===== config.mk =====
export PLATFORM = sky130hd
export DESIGN_NAME = jam_perm_sched_flat
export DESIGN_NICKNAME = d
export VERILOG_FILES = /design/src/rtl/jam_perm_if.sv /design/src/rtl/jam_perm_sched.sv /design/src/flat_wrapper.sv
export SDC_FILE = /design/constraint.sdc
export NUM_CORES = 1
export LEC_CHECK = 0
export ABC_CLOCK_PERIOD_IN_PS = 3200
export CELL_PAD_IN_SITES_DETAIL_PLACEMENT = 0
export CELL_PAD_IN_SITES_GLOBAL_PLACEMENT = 1
export CORE_MARGIN = 2
export CORE_UTILIZATION = 35
export DETAILED_ROUTE_END_ITERATION = 16
export PLACE_DENSITY = 0.68
export SKIP_CTS_REPAIR_TIMING = 1
export SYNTH_ARGS = -nofsm -noshare
export SYNTH_HDL_FRONTEND = slang
export SYNTH_SLANG_ARGS = --single-unit

===== constraint.sdc =====
create_clock -name CLK -period 3.2 [get_ports CLK]
set_input_delay 0.48 -clock CLK [delete_from_list [all_inputs] [get_ports CLK]]
set_output_delay 0.48 -clock CLK [all_outputs]
set_load 0.05 [all_outputs]

===== src/rtl/jam_perm_if.sv =====
// Permutation stream handshake between the sequencer and the cost datapath.
// Carries the valid/ready pair, the packed worker-to-job map and the last flag.
interface jam_perm_if #(
  parameter int N  = 8,
  parameter int IW = 3
);
  logic          perm_valid;
  logic          perm_ready;
  logic [N*IW-1:0] perm;
  logic          perm_last;

  modport master (
    output perm_valid,
    output perm,
    output perm_last,
    input  perm_ready
  );

  modport slave (
    input  perm_valid,
    input  perm,
    input  perm_last,
    output perm_ready
  );
endinterface


===== src/rtl/jam_perm_sched.sv =====
// Lexicographic permutation sequencer for the exhaustive job-assignment search.
// Optional ordinal output perm_idx is enabled by defining JAM_PERM_IDX_EN.
module jam_perm_sched #(
  parameter int N  = 8,
  parameter int IW = 3
) (
  input  logic        CLK,
  input  logic        RST,
  input  logic        start,
  jam_perm_if.master  pif,
  output logic        busy,
  output logic        done
`ifdef JAM_PERM_IDX_EN
  ,
  output logic [15:0] perm_idx
`endif
);

  typedef enum logic [2:0] {
    IDLE,
    EMIT,
    PIVOT,
    SUCC,
    SWAP,
    REV,
    DONE
  } state_t;

  state_t          state_q, state_d;
  logic [IW-1:0]   slot_q [N];
  logic [IW-1:0]   slot_d [N];
  logic [IW-1:0]   rev    [N];
  logic [IW-1:0]   p_q, p_d;
  logic [IW-1:0]   s_q, s_d;
  logic [IW-1:0]   q_q, q_d;
  logic [IW-1:0]   piv;
  logic            desc;

`ifdef JAM_PERM_IDX_EN
  logic [15:0]     idx_q, idx_d;
`endif

  always_comb begin
    desc = 1'b1;
    piv  = '0;
    for (int i = 0; i < N - 1; i++) begin
      if (slot_q[i] <= slot_q[i+1])
        desc = 1'b0;
      if (slot_q[i] < slot_q[i+1])
        piv = IW'(i);
    end
  end

  // Suffix p+1..N-1 mirrored in place; slots up to p pass through.
  always_comb begin
    for (int i = 0; i < N; i++) begin
      rev[i] = slot_q[i];
      if (i > int'(p_q))
        rev[i] = slot_q[IW'(N + int'(p_q) - i)];
    end
  end

  always_comb begin
    state_d = state_q;
    slot_d  = slot_q;
    p_d     = p_q;
    s_d     = s_q;
    q_d     = q_q;
`ifdef JAM_PERM_IDX_EN
    idx_d   = idx_q;
`endif
    unique case (state_q)
      IDLE: begin
        if (start) begin
          for (int i = 0; i < N; i++)
            slot_d[i] = IW'(i);
`ifdef JAM_PERM_IDX_EN
          idx_d   = '0;
`endif
          state_d = EMIT;
        end
      end
      EMIT: begin
        if (pif.perm_ready) begin
          if (desc) begin
            state_d = DONE;
          end else begin
            state_d = PIVOT;
`ifdef JAM_PERM_IDX_EN
            idx_d   = idx_q + 16'd1;
`endif
          end
        end
      end
      PIVOT: begin
        p_d     = piv;
        s_d     = IW'(N - 1);
        state_d = SUCC;
      end
      SUCC: begin
        if (slot_q[s_q] > slot_q[p_q]) begin
          q_d     = s_q;
          state_d = SWAP;
        end else begin
          s_d = s_q - 1'b1;
        end
      end
      SWAP: begin
        slot_d[p_q] = slot_q[q_q];
        slot_d[q_q] = slot_q[p_q];
        state_d     = REV;
      end
      REV: begin
        slot_d  = rev;
        state_d = EMIT;
      end
      DONE: begin
        state_d = IDLE;
      end
      default: begin
        state_d = IDLE;
      end
    endcase
  end

  always_ff @(posedge CLK or negedge RST) begin
    if (!RST) begin
      state_q <= IDLE;
      for (int i = 0; i < N; i++)
        slot_q[i] <= IW'(i);
      p_q <= '0;
      s_q <= '0;
      q_q <= '0;
`ifdef JAM_PERM_IDX_EN
      idx_q <= '0;
`endif
    end else begin
      state_q <= state_d;
      slot_q  <= slot_d;
      p_q     <= p_d;
      s_q     <= s_d;
      q_q     <= q_d;
`ifdef JAM_PERM_IDX_EN
      idx_q   <= idx_d;
`endif
    end
  end

  always_comb begin
    for (int k = 0; k < N; k++)
      pif.perm[k*IW +: IW] = slot_q[k];
  end

  assign pif.perm_valid = (state_q == EMIT);
  assign pif.perm_last  = (state_q == EMIT) && desc;
  assign busy           = (state_q != IDLE);
  assign done           = (state_q == DONE);

`ifdef JAM_PERM_IDX_EN
  assign perm_idx = idx_q;
`endif

endmodule

===== src/flat_wrapper.sv =====
// flat-port wrapper written by rule: the top's interface ports become plain ports
module jam_perm_sched_flat 
#(
  parameter int N  = 8,
  parameter int IW = 3
)
  (CLK, RST, start, busy, done, pif_perm_valid, pif_perm, pif_perm_last, pif_perm_ready);
  jam_perm_if #(.N(N), .IW(IW)) pif_i ();
  input  logic CLK;
  input  logic RST;
  input  logic start;
  output logic busy;
  output logic done;
  output wire logic [$bits(pif_i.perm_valid)-1:0] pif_perm_valid;
  output wire logic [$bits(pif_i.perm)-1:0] pif_perm;
  output wire logic [$bits(pif_i.perm_last)-1:0] pif_perm_last;
  input wire logic [$bits(pif_i.perm_ready)-1:0] pif_perm_ready;
  assign pif_perm_valid = pif_i.perm_valid;
  assign pif_perm = pif_i.perm;
  assign pif_perm_last = pif_i.perm_last;
  assign pif_i.perm_ready = pif_perm_ready;
  jam_perm_sched #(.N(N), .IW(IW)) u_core (.CLK(CLK), .RST(RST), .start(start), .pif(pif_i), .busy(busy), .done(done));
endmodule

==> flow_summary.toml, run 1 <==
[timing]
setup-violations-final = 0
worst_hold_slack_ns = 0.335
fin_crit_ns = 3.08
worstMarginPinSlew_ns = 0.961
rsz0062_at_grt = "false"
tns_ns = 0
min_period_over_period_pct = 96.3
timing_max_transition_violations_final = 0
final.setup_skew_ns = 0.0107
slew_headroom_pct = 35.5
fmaxAchievable_mhz = 325
final_hold_viol_count = 0

[global_route]
grt_overflow = 0
antenna_found_initial = 0
grt_pass1_vias = 4792
grt_max_degree = 37
grt_pass1_wl_um = 30300
grt_usage_pct = 28.9

[worst_setup_path]
cp-start-kind = "flip-flop"
path_delay_family = "flip-flops"
cp_data_required_time_ns = 2.72
crit_top_cell = "inv_1"
crit_type = "flip-flop to primary output"
worst-path-max-fanout = 9
max_stage_delay_ns = 0.65
slowest_stage = "dfstp_2"
arrival_ns = 2.60
crit_chain = "inv_1, ha_1, a311oi_1, and4_1, nand4b_1, inv_1, buf_12"
crit_buf_inv = 3
cp-end-kind = "primary output"

[routing]
routed_wl_um = 20200
wl_per_cell_um = 26.5
ant_nets = 0
vias_per_cell = 6.43
vias = 4893
drt-initial-drc-count = 553
drt_first_pass_iters = 5
route.detailed.drc = 0

[final_layout]
final-seq-area_um2 = 920
final_util_pct = 41.8
fillCellCount = 1329
drive_gt1_share_pct = 17.1
area_growth_pct = 17.6
antenna_cells = 0
multi_input_area_um2 = 3390
nets = 623

[logic_synthesis]
syn_avg_cell_area_um2 = 8.52
synth_nets = 584
ys.flop_type = "dfrtp_1"
netlist_instances = 545
ys_seq_area_share_pct = 19.7
synth.cell_area_um2 = 4640
ys_seq_elements = 36
synth_edf_count = 0
yosys_warnings = 0
async_reset_ff_share_pct = 100
netlist-cell-type-count = 67

[floorplanning]
fp.coreArea_um2 = 13100
ios = 32
die-height_um = 119
die_area_um2 = 14200
num_rows = 42
initial_utilization_pct = 35.5
fp.dieW_um = 119

[flow_run]
cap_viol_max_count = 0

[run_status]
status = "finished, final reports clean"

[cts]
clkLatencyLatePin_ns = 0.30
numCtsBuffers = 5
ctsHtreeMaxLevel = 2
root_buffer = "clkbuf_16"
cts.sinks = 36
cts_buffer_depth = 2
cts_tree = "done"
clk_pin_slew_worst_paths_ns = 0.07

[placement]
dp_hpwl_um = 14900
gp_congestion = 0.992
portBuffers = 31

[worst_hold_path]
min_path_type = "primary input to asynchronous set/reset pin"
[stage by stage]
step	instance area (um^2)	setup WS, ns	instances
2_1_floorplan	4650	0.105	545
3_3_place_gp	5280	0.420	751
3_5_place_dp	5280	0.372	751
4_1_cts	5450	0.0979	759
5_1_grt	5460	0.0271	761
6_report	5460	0.120	761
[area by class of cell]
cell class                      instances  area share [%]
Clock buffer                            6            2.36
Sequential cell                        36            16.8
Clock inverter                          2           0.641
Inverter                               38            2.61
Timing Repair Buffer                   72            11.4
Tap cell                              176            4.03
Multi-Input combinational cell        431            62.1
[cells by family (layout without fill, tap and decap cells)]
group	Yosys count	count (layout)	share of synthesized area [%]
XOR/XNOR	2	2	0.377
flip-flops	36	36	19.7
adder cells (fa/ha/maj)	35	35	9.43
AO/OA/AOI/OAI	161	161	23.7
multiplexers	73	73	22.4
buffers and inverters	78	118	7.33
AND/OR/NAND/NOR	160	160	17.1
[registers in the layout (all words and copies together) (netlist names)]
name / cells
u_core.q_q: 3
u_core.s_q: 3
u_core.p_q: 3
u_core.pif.perm: 24
u_core.state_q: 3
[cell usage after synthesis (all sizes together) (20+ instances only)]
cell	count	area (um^2)
mux2i	40	400
nor2	39	146
o21ai	39	195
inv	38	143
ha	35	438
nand2	35	131
a21oi	28	140
dfrtp	24	601
mux4	23	526
buf	20	121
clkbuf	20	76.3
nand3	20	100
[worst paths after layout]
path	startpoint	end	slack (ns)	cells past startpoint
max	u_core.pif.perm[10]	pif_perm_last	0.12	7
min reg2reg	u_core.pif.perm[14]	u_core.pif.perm[14]	0.60	2
max reg2reg	u_core.p_q[1]	u_core.q_q[2]	0.34	9
max in group asynchronous	RST	u_core.s_q[2]	2.27	1
min	RST	u_core.pif.perm[12]	0.34	1
min in group CLK	u_core.pif.perm[14]	u_core.pif.perm[14]	0.60	2
[cell usage in the layout (no fill, tap or decap), types with 9 or more instances in the layout]
cell type and count:
a21oi_1 28, buf_4 41, clkdlybuf4s50_1 29, dfrtp_1 24
dfstp_2 11, ha_1 35, inv_1 37, mux2_2 9
mux2i_1 40, mux4_2 21, nand2_1 35, nand3_1 20
nor2_1 39, nor2b_1 10, nor3_1 14, o211ai_1 9
o21ai_0 36, o221ai_1 10, o22ai_1 12
[routing by layer]
| metal | global-route usage (%) | vias to the layer above | routed length (um) |
|---|---|---|---|
| met5 | 0 | - | 0 |
| met4 | 12.7 | 0 | 759 |
| met3 | 7.38 | 56 | 1890 |
| met2 | 43.9 | 264 | 9160 |
| met1 | 38.8 | 2418 | 8390 |
| li1 | - | 2155 | - |
Power of run 1 is not shown: default switching activity piles up to over one toggle a cycle in this logic, so the estimate is an artifact.
==> run 2, diff against run 1 <==
--- a/config.mk
+++ b/config.mk
@@ -9,9 +9,9 @@
 export CELL_PAD_IN_SITES_DETAIL_PLACEMENT = 0
 export CELL_PAD_IN_SITES_GLOBAL_PLACEMENT = 1
 export CORE_MARGIN = 2
-export CORE_UTILIZATION = 35
+export CORE_UTILIZATION = 42
 export DETAILED_ROUTE_END_ITERATION = 16
-export PLACE_DENSITY = 0.68
+export PLACE_DENSITY = 0.79
 export SKIP_CTS_REPAIR_TIMING = 1
 export SYNTH_ARGS = -nofsm -noshare
 export SYNTH_HDL_FRONTEND = slang
==> run 2 against run 1 <==
Global-route usage up 5.2 points; via count rose by 3.2%; non-clock buffer count up 3; routed wire length decreased by 4.4%; sequential share of layout area up 0.29 points; register-to-register slack got worse by 0.04 ns; fmax barely moved; clock skew increased by 0.0017 ns; worst setup slack gained 0.00067 ns; first-iteration DRC count increased by 4.0%; critical path type unchanged.
==> flow_summary.toml, run 2 (synthesis gave the netlist of run 1 again) <==
[final_layout]
fin_cells = 728
final_common_cell = "buf_4"
most-common-layout-cells = "buf_4 (44), mux2i_1 (40), nor2_1 (39)"
nets = 626
drive_gt1_share_pct = 17.5
antenna_cells = 0
area_growth_pct = 15.7
final_util_pct = 49.8
largest_reg_flops = 24

[global_route]
grt_max_degree = 37
grt_pass1_wl_um = 29600
grt_pass1_vias = 4916
antenna_found_initial = 0
grt_usage_pct = 34.1
grt_overflow = 0

[cts]
cts_buffer_depth = 2
clkLatencyLatePin_ns = 0.31
cts_tree = "done"
clk_pin_slew_worst_paths_ns = 0.09
ctsHtreeMaxLevel = 2
numCtsBuffers = 5
root_buffer = "clkbuf_8"
cts.sinks = 36

[floorplanning]
fp.coreArea_um2 = 10800
fp.dieW_um = 109
die-height_um = 109
initial_utilization_pct = 43.0
num_rows = 38
die_area_um2 = 11900
ios = 32

[run_status]
status = "finished, final reports clean"

[worst_setup_path]
crit_top_cell = "inv_1"
crit_buf_inv = 3
path_delay_family = "flip-flops"
crit_type = "flip-flop to primary output"
worst-path-max-fanout = 12
cp_data_required_time_ns = 2.72
max_stage_delay_ns = 0.73
slowest_stage = "dfstp_4"
arrival_ns = 2.60
cp-end-kind = "primary output"
cp-start-kind = "flip-flop"
crit_chain = "inv_1, ha_1, nor2b_1, o21ai_0, a222oi_1, nand4b_1, inv_1, buf_12"

[flow_run]
cap_viol_max_count = 0

[worst_hold_path]
min_path_type = "primary input to asynchronous set/reset pin"

[placement]
dp_cells = 719
dp_slack_ns = 0.377
portBuffers = 31
dp_hpwl_um = 14100
gp_congestion = 1.05

[timing]
final.setup_skew_ns = 0.0124
final_hold_viol_count = 0
worstMarginPinSlew_ns = 1.04
fin_crit_ns = 3.08
final.setup.worst_slack_ns = 0.121
slew_headroom_pct = 30.7
timing_max_transition_violations_final = 0
fmaxAchievable_mhz = 325
worst_hold_slack_ns = 0.303
min_period_over_period_pct = 96.2
setup-violations-final = 0

[routing]
routed_wl_um = 19300
vias_per_cell = 6.94
drt_first_pass_iters = 5
ant_nets = 0
wl_per_cell_um = 26.5
route.detailed.drc = 0
drt-initial-drc-count = 575
vias = 5051
[run 2: worst reg2reg max path, stage by stage (launching register included)]
cell and delay, ns:
dfstp_2 0.66, inv_1 0.16, mux4_2 0.46, o21ai_0 0.18
ha_1 0.27, nor2b_1 0.14, o21a_1 0.16, o21ai_1 0.24
buf_4 0.22, mux2i_1 0.19, a21oi_1 0.10
[run 2: stage by stage]
stage                     cell area [um^2]  TNS [ns]
after floorplan                       4650         0
after global placement                5270         0
after detailed placement              5270         0
after CTS                             5360         0
after global routing                  5370  -0.00121
final                                 5370         0
[run 2: worst paths after layout]
| kind | cells past startpoint | from | slack (ns) | to |
|---|---|---|---|---|
| max in group asynchronous | 1 | RST | 2.31 | u_core.s_q[2] |
| worst min register to register | 1 | u_core.state_q[0] | 0.66 | u_core.s_q[1] |
| worst min-delay path | 1 | RST | 0.30 | u_core.pif.perm[12] |
| worst max-delay path | 8 | u_core.pif.perm[19] | 0.12 | pif_perm_last |
| worst max register to register | 10 | u_core.pif.perm[7] | 0.30 | u_core.s_q[0] |
| min in group CLK | 1 | u_core.state_q[0] | 0.66 | u_core.s_q[1] |
[run 2: cell type report]
type                       instances  area [um^2]
sequential                        36          920
tap                              140          175
inverter                          38          143
clock buffer                       7         86.3
clock inverter                     1         7.51
fill                            1043         5420
multi-input combinational        431         3390
timing repair buffer              75          646
[run 2: routing by layer]
metal / part of all wire (%) / global-route usage [%] / vias up / wire, um
met1: 38 / 43.5 / 2448 / 7300
met5: 0 / 0 / - / 0
met3: 12 / 11.1 / 87 / 2410
li1: - / - / 2161 / -
met4: 5.4 / 17.5 / 0 / 1050
met2: 44 / 51.5 / 355 / 8550
Power of run 2 is left out for the same reason.
